==> src/rtl/icache_pkg.sv <==
// Shared definitions for the L1 instruction cache and its refill controller.
// Direct-mapped, 16 lines x 8 bytes; a 32-bit address splits into
// tag [31:7], index [6:3], offset [2:0].
package icache_pkg;

    localparam int unsigned LINE_BYTES  = 8;
    localparam int unsigned OFFSET_BITS = 3;
    localparam int unsigned INDEX_BITS  = 4;
    localparam int unsigned TAG_BITS    = 32 - INDEX_BITS - OFFSET_BITS;

    // Address-field slicing positions, shared with the cache array.
    localparam int unsigned INDEX_LSB = OFFSET_BITS;
    localparam int unsigned TAG_LSB   = OFFSET_BITS + INDEX_BITS;

    // Each line is fetched as two 32-bit beats.
    localparam logic [31:0] BEAT_BYTES = 32'd4;

    typedef enum logic [2:0] {
        StIdle,
        StReqLo,
        StWaitLo,
        StReqHi,
        StWaitHi,
        StFill
    } refill_state_e;

endpackage

==> src/rtl/icache_refill_controller_if.sv <==
// Beat-read bus between the refill controller and backing memory.
//   memReq/memAddr      : request valid and word-aligned beat address
//   memReady            : memory accepts the request this cycle
//   memRespValid/Data   : read data beat, at least one cycle after acceptance
interface icache_refill_controller_if;

    logic        memReq;
    logic [31:0] memAddr;
    logic        memReady;
    logic        memRespValid;
    logic [31:0] memRespData;

    modport master (
        output memReq,
        output memAddr,
        input  memReady,
        input  memRespValid,
        input  memRespData
    );

    modport slave (
        input  memReq,
        input  memAddr,
        output memReady,
        output memRespValid,
        output memRespData
    );

endinterface

==> src/rtl/icache_refill_controller.sv <==
// Miss handler and refill sequencer for the direct-mapped L1 instruction cache.
// On a fetch miss it stalls fetch, reads the 8-byte line as two 32-bit beats,
// then pulses the cache write port for one cycle. Keeps a saturating miss count.
// Ports:
//   clk, reset (async, active low)
//   fetchValid, pcAddress, cacheHit : fetch-stage request and hit result
//   mem                             : beat-read bus (master side)
//   writeCache/Index/Tag/Data       : one-cycle cache fill
//   fetchStall                      : fetch must hold pcAddress
//   missCount                       : saturating miss counter
module icache_refill_controller #(
    parameter int unsigned INDEX_BITS  = 4,
    parameter int unsigned TAG_BITS    = 25,
    parameter int unsigned COUNT_WIDTH = 16
) (
    input  logic                          clk,
    input  logic                          reset,
    input  logic                          fetchValid,
    input  logic [31:0]                   pcAddress,
    input  logic                          cacheHit,
    icache_refill_controller_if.master    mem,
    output logic                          writeCache,
    output logic [INDEX_BITS-1:0]         writeIndex,
    output logic [TAG_BITS-1:0]           writeTag,
    output logic [63:0]                   writeData,
    output logic                          fetchStall,
    output logic [COUNT_WIDTH-1:0]        missCount
);

    import icache_pkg::*;

    refill_state_e           state_q, state_d;
    logic [31:0]             line_addr_q, line_addr_d;
    logic [31:0]             lo_q, lo_d;
    logic [COUNT_WIDTH-1:0]  miss_count_q, miss_count_d;
    logic                    mem_req_q, mem_req_d;
    logic [31:0]             mem_addr_q, mem_addr_d;
    logic                    write_cache_q, write_cache_d;
    logic [INDEX_BITS-1:0]   write_index_q, write_index_d;
    logic [TAG_BITS-1:0]     write_tag_q, write_tag_d;
    // Holds {hi, lo} only during FILL; the high beat is captured straight into it.
    logic [63:0]             write_data_q, write_data_d;

    logic        miss;
    logic [31:0] miss_line;
    logic        unused_offset;

    assign miss          = fetchValid & ~cacheHit;
    assign miss_line     = {pcAddress[31:OFFSET_BITS], {OFFSET_BITS{1'b0}}};
    assign unused_offset = ^pcAddress[OFFSET_BITS-1:0];

    always_comb begin
        state_d       = state_q;
        line_addr_d   = line_addr_q;
        lo_d          = lo_q;
        miss_count_d  = miss_count_q;
        // Outputs are pulses/qualified values: default to idle levels.
        mem_req_d     = 1'b0;
        mem_addr_d    = '0;
        write_cache_d = 1'b0;
        write_index_d = '0;
        write_tag_d   = '0;
        write_data_d  = '0;

        unique case (state_q)
            StIdle: begin
                if (miss) begin
                    line_addr_d = miss_line;
                    if (miss_count_q != {COUNT_WIDTH{1'b1}}) begin
                        miss_count_d = miss_count_q + 1'b1;
                    end
                    mem_req_d  = 1'b1;
                    mem_addr_d = miss_line;
                    state_d    = StReqLo;
                end
            end
            StReqLo: begin
                if (mem.memReady) begin
                    state_d = StWaitLo;
                end else begin
                    mem_req_d  = 1'b1;
                    mem_addr_d = line_addr_q;
                end
            end
            StWaitLo: begin
                if (mem.memRespValid) begin
                    lo_d       = mem.memRespData;
                    mem_req_d  = 1'b1;
                    mem_addr_d = line_addr_q + BEAT_BYTES;
                    state_d    = StReqHi;
                end
            end
            StReqHi: begin
                if (mem.memReady) begin
                    state_d = StWaitHi;
                end else begin
                    mem_req_d  = 1'b1;
                    mem_addr_d = line_addr_q + BEAT_BYTES;
                end
            end
            StWaitHi: begin
                if (mem.memRespValid) begin
                    write_cache_d = 1'b1;
                    write_index_d = line_addr_q[INDEX_LSB +: INDEX_BITS];
                    write_tag_d   = line_addr_q[INDEX_LSB + INDEX_BITS +: TAG_BITS];
                    write_data_d  = {mem.memRespData, lo_q};
                    state_d       = StFill;
                end
            end
            StFill: begin
                state_d = StIdle;
            end
            default: begin
                state_d = StIdle;
            end
        endcase
    end

    always_ff @(posedge clk or negedge reset) begin
        if (!reset) begin
            state_q       <= StIdle;
            line_addr_q   <= '0;
            lo_q          <= '0;
            miss_count_q  <= '0;
            mem_req_q     <= 1'b0;
            mem_addr_q    <= '0;
            write_cache_q <= 1'b0;
            write_index_q <= '0;
            write_tag_q   <= '0;
            write_data_q  <= '0;
        end else begin
            state_q       <= state_d;
            line_addr_q   <= line_addr_d;
            lo_q          <= lo_d;
            miss_count_q  <= miss_count_d;
            mem_req_q     <= mem_req_d;
            mem_addr_q    <= mem_addr_d;
            write_cache_q <= write_cache_d;
            write_index_q <= write_index_d;
            write_tag_q   <= write_tag_d;
            write_data_q  <= write_data_d;
        end
    end

    assign mem.memReq  = mem_req_q;
    assign mem.memAddr = mem_addr_q;
    assign writeCache  = write_cache_q;
    assign writeIndex  = write_index_q;
    assign writeTag    = write_tag_q;
    assign writeData   = write_data_q;
    assign missCount   = miss_count_q;
    // Combinational so the detection cycle itself is already stalled.
    assign fetchStall  = (state_q != StIdle) | miss;

endmodule

==> src/flat_wrapper.sv <==
// flat-port wrapper written by rule: the top's interface ports become plain ports
module icache_refill_controller_flat import icache_pkg::*;
#(
    parameter int unsigned INDEX_BITS  = 4,
    parameter int unsigned TAG_BITS    = 25,
    parameter int unsigned COUNT_WIDTH = 16
)
  (clk, reset, fetchValid, pcAddress, cacheHit, writeCache, writeIndex, writeTag, writeData, fetchStall, missCount, mem_memReq, mem_memAddr, mem_memReady, mem_memRespValid, mem_memRespData);
  icache_refill_controller_if mem_i ();
  input  logic clk;
  input  logic reset;
  input  logic fetchValid;
  input  logic [31:0] pcAddress;
  input  logic cacheHit;
  output logic writeCache;
  output logic [INDEX_BITS-1:0] writeIndex;
  output logic [TAG_BITS-1:0] writeTag;
  output logic [63:0] writeData;
  output logic fetchStall;
  output logic [COUNT_WIDTH-1:0] missCount;
  output wire logic [$bits(mem_i.memReq)-1:0] mem_memReq;
  output wire logic [$bits(mem_i.memAddr)-1:0] mem_memAddr;
  input wire logic [$bits(mem_i.memReady)-1:0] mem_memReady;
  input wire logic [$bits(mem_i.memRespValid)-1:0] mem_memRespValid;
  input wire logic [$bits(mem_i.memRespData)-1:0] mem_memRespData;
  assign mem_memReq = mem_i.memReq;
  assign mem_memAddr = mem_i.memAddr;
  assign mem_i.memReady = mem_memReady;
  assign mem_i.memRespValid = mem_memRespValid;
  assign mem_i.memRespData = mem_memRespData;
  icache_refill_controller #(.INDEX_BITS(INDEX_BITS), .TAG_BITS(TAG_BITS), .COUNT_WIDTH(COUNT_WIDTH)) u_core (.clk(clk), .reset(reset), .fetchValid(fetchValid), .pcAddress(pcAddress), .cacheHit(cacheHit), .mem(mem_i), .writeCache(writeCache), .writeIndex(writeIndex), .writeTag(writeTag), .writeData(writeData), .fetchStall(fetchStall), .missCount(missCount));
endmodule
==> config.mk <==
export PLATFORM = sky130hd
export DESIGN_NAME = icache_refill_controller_flat
export DESIGN_NICKNAME = d
export VERILOG_FILES = /design/src/rtl/icache_pkg.sv /design/src/rtl/icache_refill_controller_if.sv /design/src/rtl/icache_refill_controller.sv /design/src/flat_wrapper.sv
export SDC_FILE = /design/constraint.sdc
export NUM_CORES = 1
export LEC_CHECK = 0
export ABC_AREA = 1
export BUFFER_PORTS_ARGS = -buffer_cell sky130_fd_sc_hd__buf_2
export CAP_MARGIN = 30
export CORE_MARGIN = 4
export CORE_UTILIZATION = 45
export DETAILED_ROUTE_END_ITERATION = 12
export GPL_TIMING_DRIVEN = 0
export PLACE_DENSITY = 0.75
export SETUP_SLACK_MARGIN = 0.3
export SYNTH_ARGS = -nofsm -noshare
export SYNTH_HDL_FRONTEND = slang
export SYNTH_SLANG_ARGS = --single-unit
==> constraint.sdc <==
create_clock -name clk -period 2.1 [get_ports clk]
set_clock_uncertainty 0.2 [all_clocks]
set_input_delay 0.105 -clock clk [delete_from_list [all_inputs] [get_ports clk]]
set_output_delay 0.105 -clock clk [all_outputs]
set_load 0.01 [all_outputs]
==> results.py <==
metrics = {
    "yosys": {
        "synthFlopType": "sky130_fd_sc_hd__dfrtp_1",
        "synthMostInstantiatedCell": "sky130_fd_sc_hd__dfrtp_1",
        "synthesized_area_um2": 7405,
        "synthesis.area_per_instance_um2": 10.09,
        "synth.top_cell.area_share_pct": 69.28,
        "ys_ff_latch": 205,
        "post_synth_most_frequent_cells": "205 x sky130_fd_sc_hd__dfrtp_1, 171 x sky130_fd_sc_hd__nand2_1, 114 x sky130_fd_sc_hd__nor2_1, 92 x sky130_fd_sc_hd__o21ai_0, 76 x sky130_fd_sc_hd__inv_1",
        "post_synth_main_area_contributors": "sky130_fd_sc_hd__dfrtp_1 69%, sky130_fd_sc_hd__nand2_1 8.7%, sky130_fd_sc_hd__o21ai_0 6.2%",
        "synth-edff-count": 0,
        "async_flop_share_pct": 100.0,
        "synth_warnings": 0,
        "synthDominantAreaCellType": "sky130_fd_sc_hd__dfrtp_1",
        "distinct_cell_type_count_of_the_synthesized_netlist": 26,
        "yosysSeqAreaShare_pct": 69.28,
        "post_synth_inst_count": 734,
    },
    "worst_hold_path": {
        "min_delay_path_depth": 5,
        "hold_end": "u_core.state_q[2]$_DFFE_PN0P_",
        "worst_hold_startpoint": "mem_memRespValid",
        "min_path_type": "input port to flip-flop",
    },
    "sta": {
        "transition_at_the_pin_with_the_smallest_max_transition_slack_ps": 769.5,
        "period_share_pct": 82.88,
        "timing.final.ws_setup_ps": 359.4,
        "rsz_0062_raised_after_global_routing": "true",
        "layout_min_cycle_time_ps": 1741,
        "max_freq_ghz": 0.5745,
        "relSlewSlack_pct": 48.70,
        "hold_viol_final": 1,
        "finalHoldWorstSlack_ps": -0.1362,
        "finalSetupViolCount": 0,
        "drv_slew": 0,
    },
    "power": {
        "sw_frac_of_total_pct": 29.88,
        "power-per-cell-area_nw_per_um2": 1112,
        "cellLeakagePower_nw": 5.635,
        "power_frac_comb_pct": 22.3,
        "power.ir.vdd_worst_mv": 0.6187,
        "sequentialPowerShare_pct": 46.4,
        "sw_power_mw": 3.401,
        "power_report.internal_total_mw": 7.983,
        "portion_of_total_power_attributed_to_the_clock_network_pct": 31.3,
    },
    "detailed_routing": {
        "wl_per_cell_um": 14.68,
        "detailedRoute.firstPassIterationCount": 5,
        "total_number_of_vias": 5943,
        "drt_iter0_drc": 251,
        "route.detailed.drc": 0,
        "drt_wl_total_um": 18710,
        "viasPerCell": 4.665,
        "drt.antenna.violating_nets": 0,
    },
    "floorplanning": {
        "rows": 46,
        "die_area_um2": 18570,
        "ios": 214,
        "effective_utilization_at_floorplan_pct": 46.28,
        "fp.coreArea_um2": 16000,
        "die_w_um": 136.3,
        "die_h_um": 136.3,
    },
    "cells_and_area": {
        "fin_util_pct": 64.01,
        "syn_to_final_growth_pct": 38.31,
        "finalInstanceArea_um2": 10240,
        "design.final.nets": 1116,
        "drive_above_1_share_pct": 28.45,
        "antenna_diode_count": 0,
    },
    "status": {
        "violations": "negative hold slack",
        "status": "finished with violations",
    },
    "clock_tree": {
        "clock_tree.root_cell": "sky130_fd_sc_hd__clkbuf_16",
        "cts.sink_count": 205,
        "clock_latency_ps": 490,
        "clk_pin_slew_worst_paths_ps": 60,
        "number_of_buffers_created_by_cts": 21,
        "cts_tree": "done",
        "max-clock-path-buffers": 3,
        "cts_max_level": 1,
    },
    "critical_path": {
        "critPathLaunchType": "flip-flop",
        "r2r_slack_ps": 360,
        "worstRegToRegCells": 10,
        "crit_path_cell_trace": "inv_2 > nand2_1 > nor2_2 > nand2_2 > inv_2 > buf_4 > o21ai_4 > buf_4 > nand2_1 > o21ai_0",
        "critical_path_peak_fanout": 6,
        "critPathKind": "flip-flop to flip-flop",
        "worstPathArrival_ps": 1900,
        "required_ps": 2260,
        "slowest_delay_ps": 440,
        "critPathBufInv": 4,
        "r2r-start": "u_core.state_q[1]$_DFFE_PN0P_",
        "slowest_stage_cell_on_the_critical_path": "sky130_fd_sc_hd__dfrtp_1",
        "cp_top_family": "buffers and inverters",
        "worstSetupEndpointType": "flip-flop",
        "critical_path.reg2reg.endpoint": "u_core.missCount[5]$_DFFE_PN0P_",
    },
    "place": {
        "placement.io_buffers": 207,
        "place_worst_setup_slack_ps": 210.7,
        "placed_area_um2": 8752,
        "dp_hpwl_um": 12140,
        "globalplace.congestion": 0.7881,
    },
    "grt": {
        "grt_pass1_wl_um": 29480,
        "grt_usage_pct": 19.77,
        "first_global_vias": 6027,
        "grt_remaining_overflow": 0,
        "grt_max_degree": 104,
        "antenna_violations_before_repair": 0,
    },
    "job": {
        "drv_cap": 0,
    },
}
-- worst register-to-register path: stages (launching register included) --
cell and delay (ps):
sky130_fd_sc_hd__dfrtp_1 440, sky130_fd_sc_hd__inv_2 100, sky130_fd_sc_hd__nand2_1 60, sky130_fd_sc_hd__nor2_2 110, sky130_fd_sc_hd__nand2_2 80, sky130_fd_sc_hd__inv_2 130, sky130_fd_sc_hd__buf_4 140, sky130_fd_sc_hd__o21ai_4 70
sky130_fd_sc_hd__buf_4 160, sky130_fd_sc_hd__nand2_1 50, sky130_fd_sc_hd__o21ai_0 70
-- placed cells by master (no fill, tap or decap), drive strengths merged --
master       instances
bufinv               1
clkinvlp             1
nand2              175
nand3                9
clkinv               3
clkbuf              46
buf                238
nor3                 1
nand4                4
a21oi                1
o21ai              100
ha                   1
xnor2                6
nor2               116
dlygate4sd3         66
conb                 2
inv                 82
dfrtp              205
xor2                 1
-- flip-flops by register name (all words and copies together) (netlist names) --
register / count
u_core.writeData: 64
u_core.state_q: 3
u_core.writeTag: 25
u_core.writeIndex: 4
u_core.missCount: 16
u_core.line_addr_q: 29
u_core.lo_q: 32
u_core.mem.memAddr: 30
u_core.mem.memReq: 1
u_core.writeCache: 1
-- per-stage QoR --
stage          total power [mW]  instances  setup TNS (ps)  hold slack [ps]
2_1_floorplan             6.628        735               0           -390.6
3_3_place_gp              7.483       1158         -528070            132.3
3_5_place_dp              7.611       1159               0           -5.717
4_1_cts                   11.33       1265               0            4.589
5_1_grt                   12.09       1274               0            76.76
6_report                  11.38       1274               0          -0.1362
-- final cells by class --
| type | instances | area, um^2 |
|---|---|---|
| multi-input cells | 416 | 1841 |
| fillers | 1276 | 5759 |
| clock buffers | 30 | 599.3 |
| well taps | 216 | 270.3 |
| clock inverters | 6 | 61.31 |
| inverters | 81 | 306.5 |
| flip-flops and latches | 205 | 5132 |
| plain buffers | 33 | 198.9 |
| repair buffers | 287 | 1832 |
-- cell families after synthesis --
family                     synth area share (%)
buffers and inverters                     6.455
AOI/OAI and AO/OA                         6.979
other                                   0.05064
xor gates and xnor gates                 0.8280
adders and majority gates                0.1689
and+or+nand+nor                           16.24
DFF                                       69.28
-- worst max path at each step --
stage | from | endpoint | cells after the start
after floorplan | u_core.missCount[1]$_DFFE_PN0P_ | u_core.missCount[10]$_DFFE_PN0P_ | 9
after global placement | reset | u_core.missCount[2]$_DFFE_PN0P_ | 1
after detailed placement | u_core.missCount[0]$_DFFE_PN0P_ | u_core.missCount[3]$_DFFE_PN0P_ | 9
after CTS | u_core.state_q[2]$_DFFE_PN0P_ | u_core.lo_q[8]$_DFFE_PN0P_ | 6
after global routing | u_core.state_q[2]$_DFFE_PN0P_ | u_core.lo_q[21]$_DFFE_PN0P_ | 5
final | u_core.state_q[1]$_DFFE_PN0P_ | u_core.missCount[5]$_DFFE_PN0P_ | 10
-- routing by layer --
metal	global-route usage, %	vias up	share of wire (%)	wire (um)
li1	-	2859	-	-
met1	24.33	2870	40	7569
met2	34.56	186	50	9440
met3	5.107	28	6.8	1275
met4	5.543	0	2.2	418
met5	0	-	0	0
-- power groups by stage --
| stage | clock network, mW | logic [mW] | registers (mW) |
|---|---|---|---|
| after detailed placement | 0 | 2.29 | 5.32 |
| after global placement | 0 | 2.19 | 5.30 |
| after CTS | 3.64 | 2.43 | 5.26 |
| after floorplan | 0 | 1.17 | 5.46 |
| after global routing | 3.81 | 2.89 | 5.39 |
| final | 3.56 | 2.54 | 5.28 |
-- repair_timing --
action	4_1_cts	5_1_grt
gates cloned	0	0
setup buffers	4	9
hold endpoints to repair	233	0
pin swaps	1	1
hold buffers	66	0
endpoints found under the setup margin	43	125
resized for setup	7	40
Note: power is estimated with default switching activity, not from simulation.
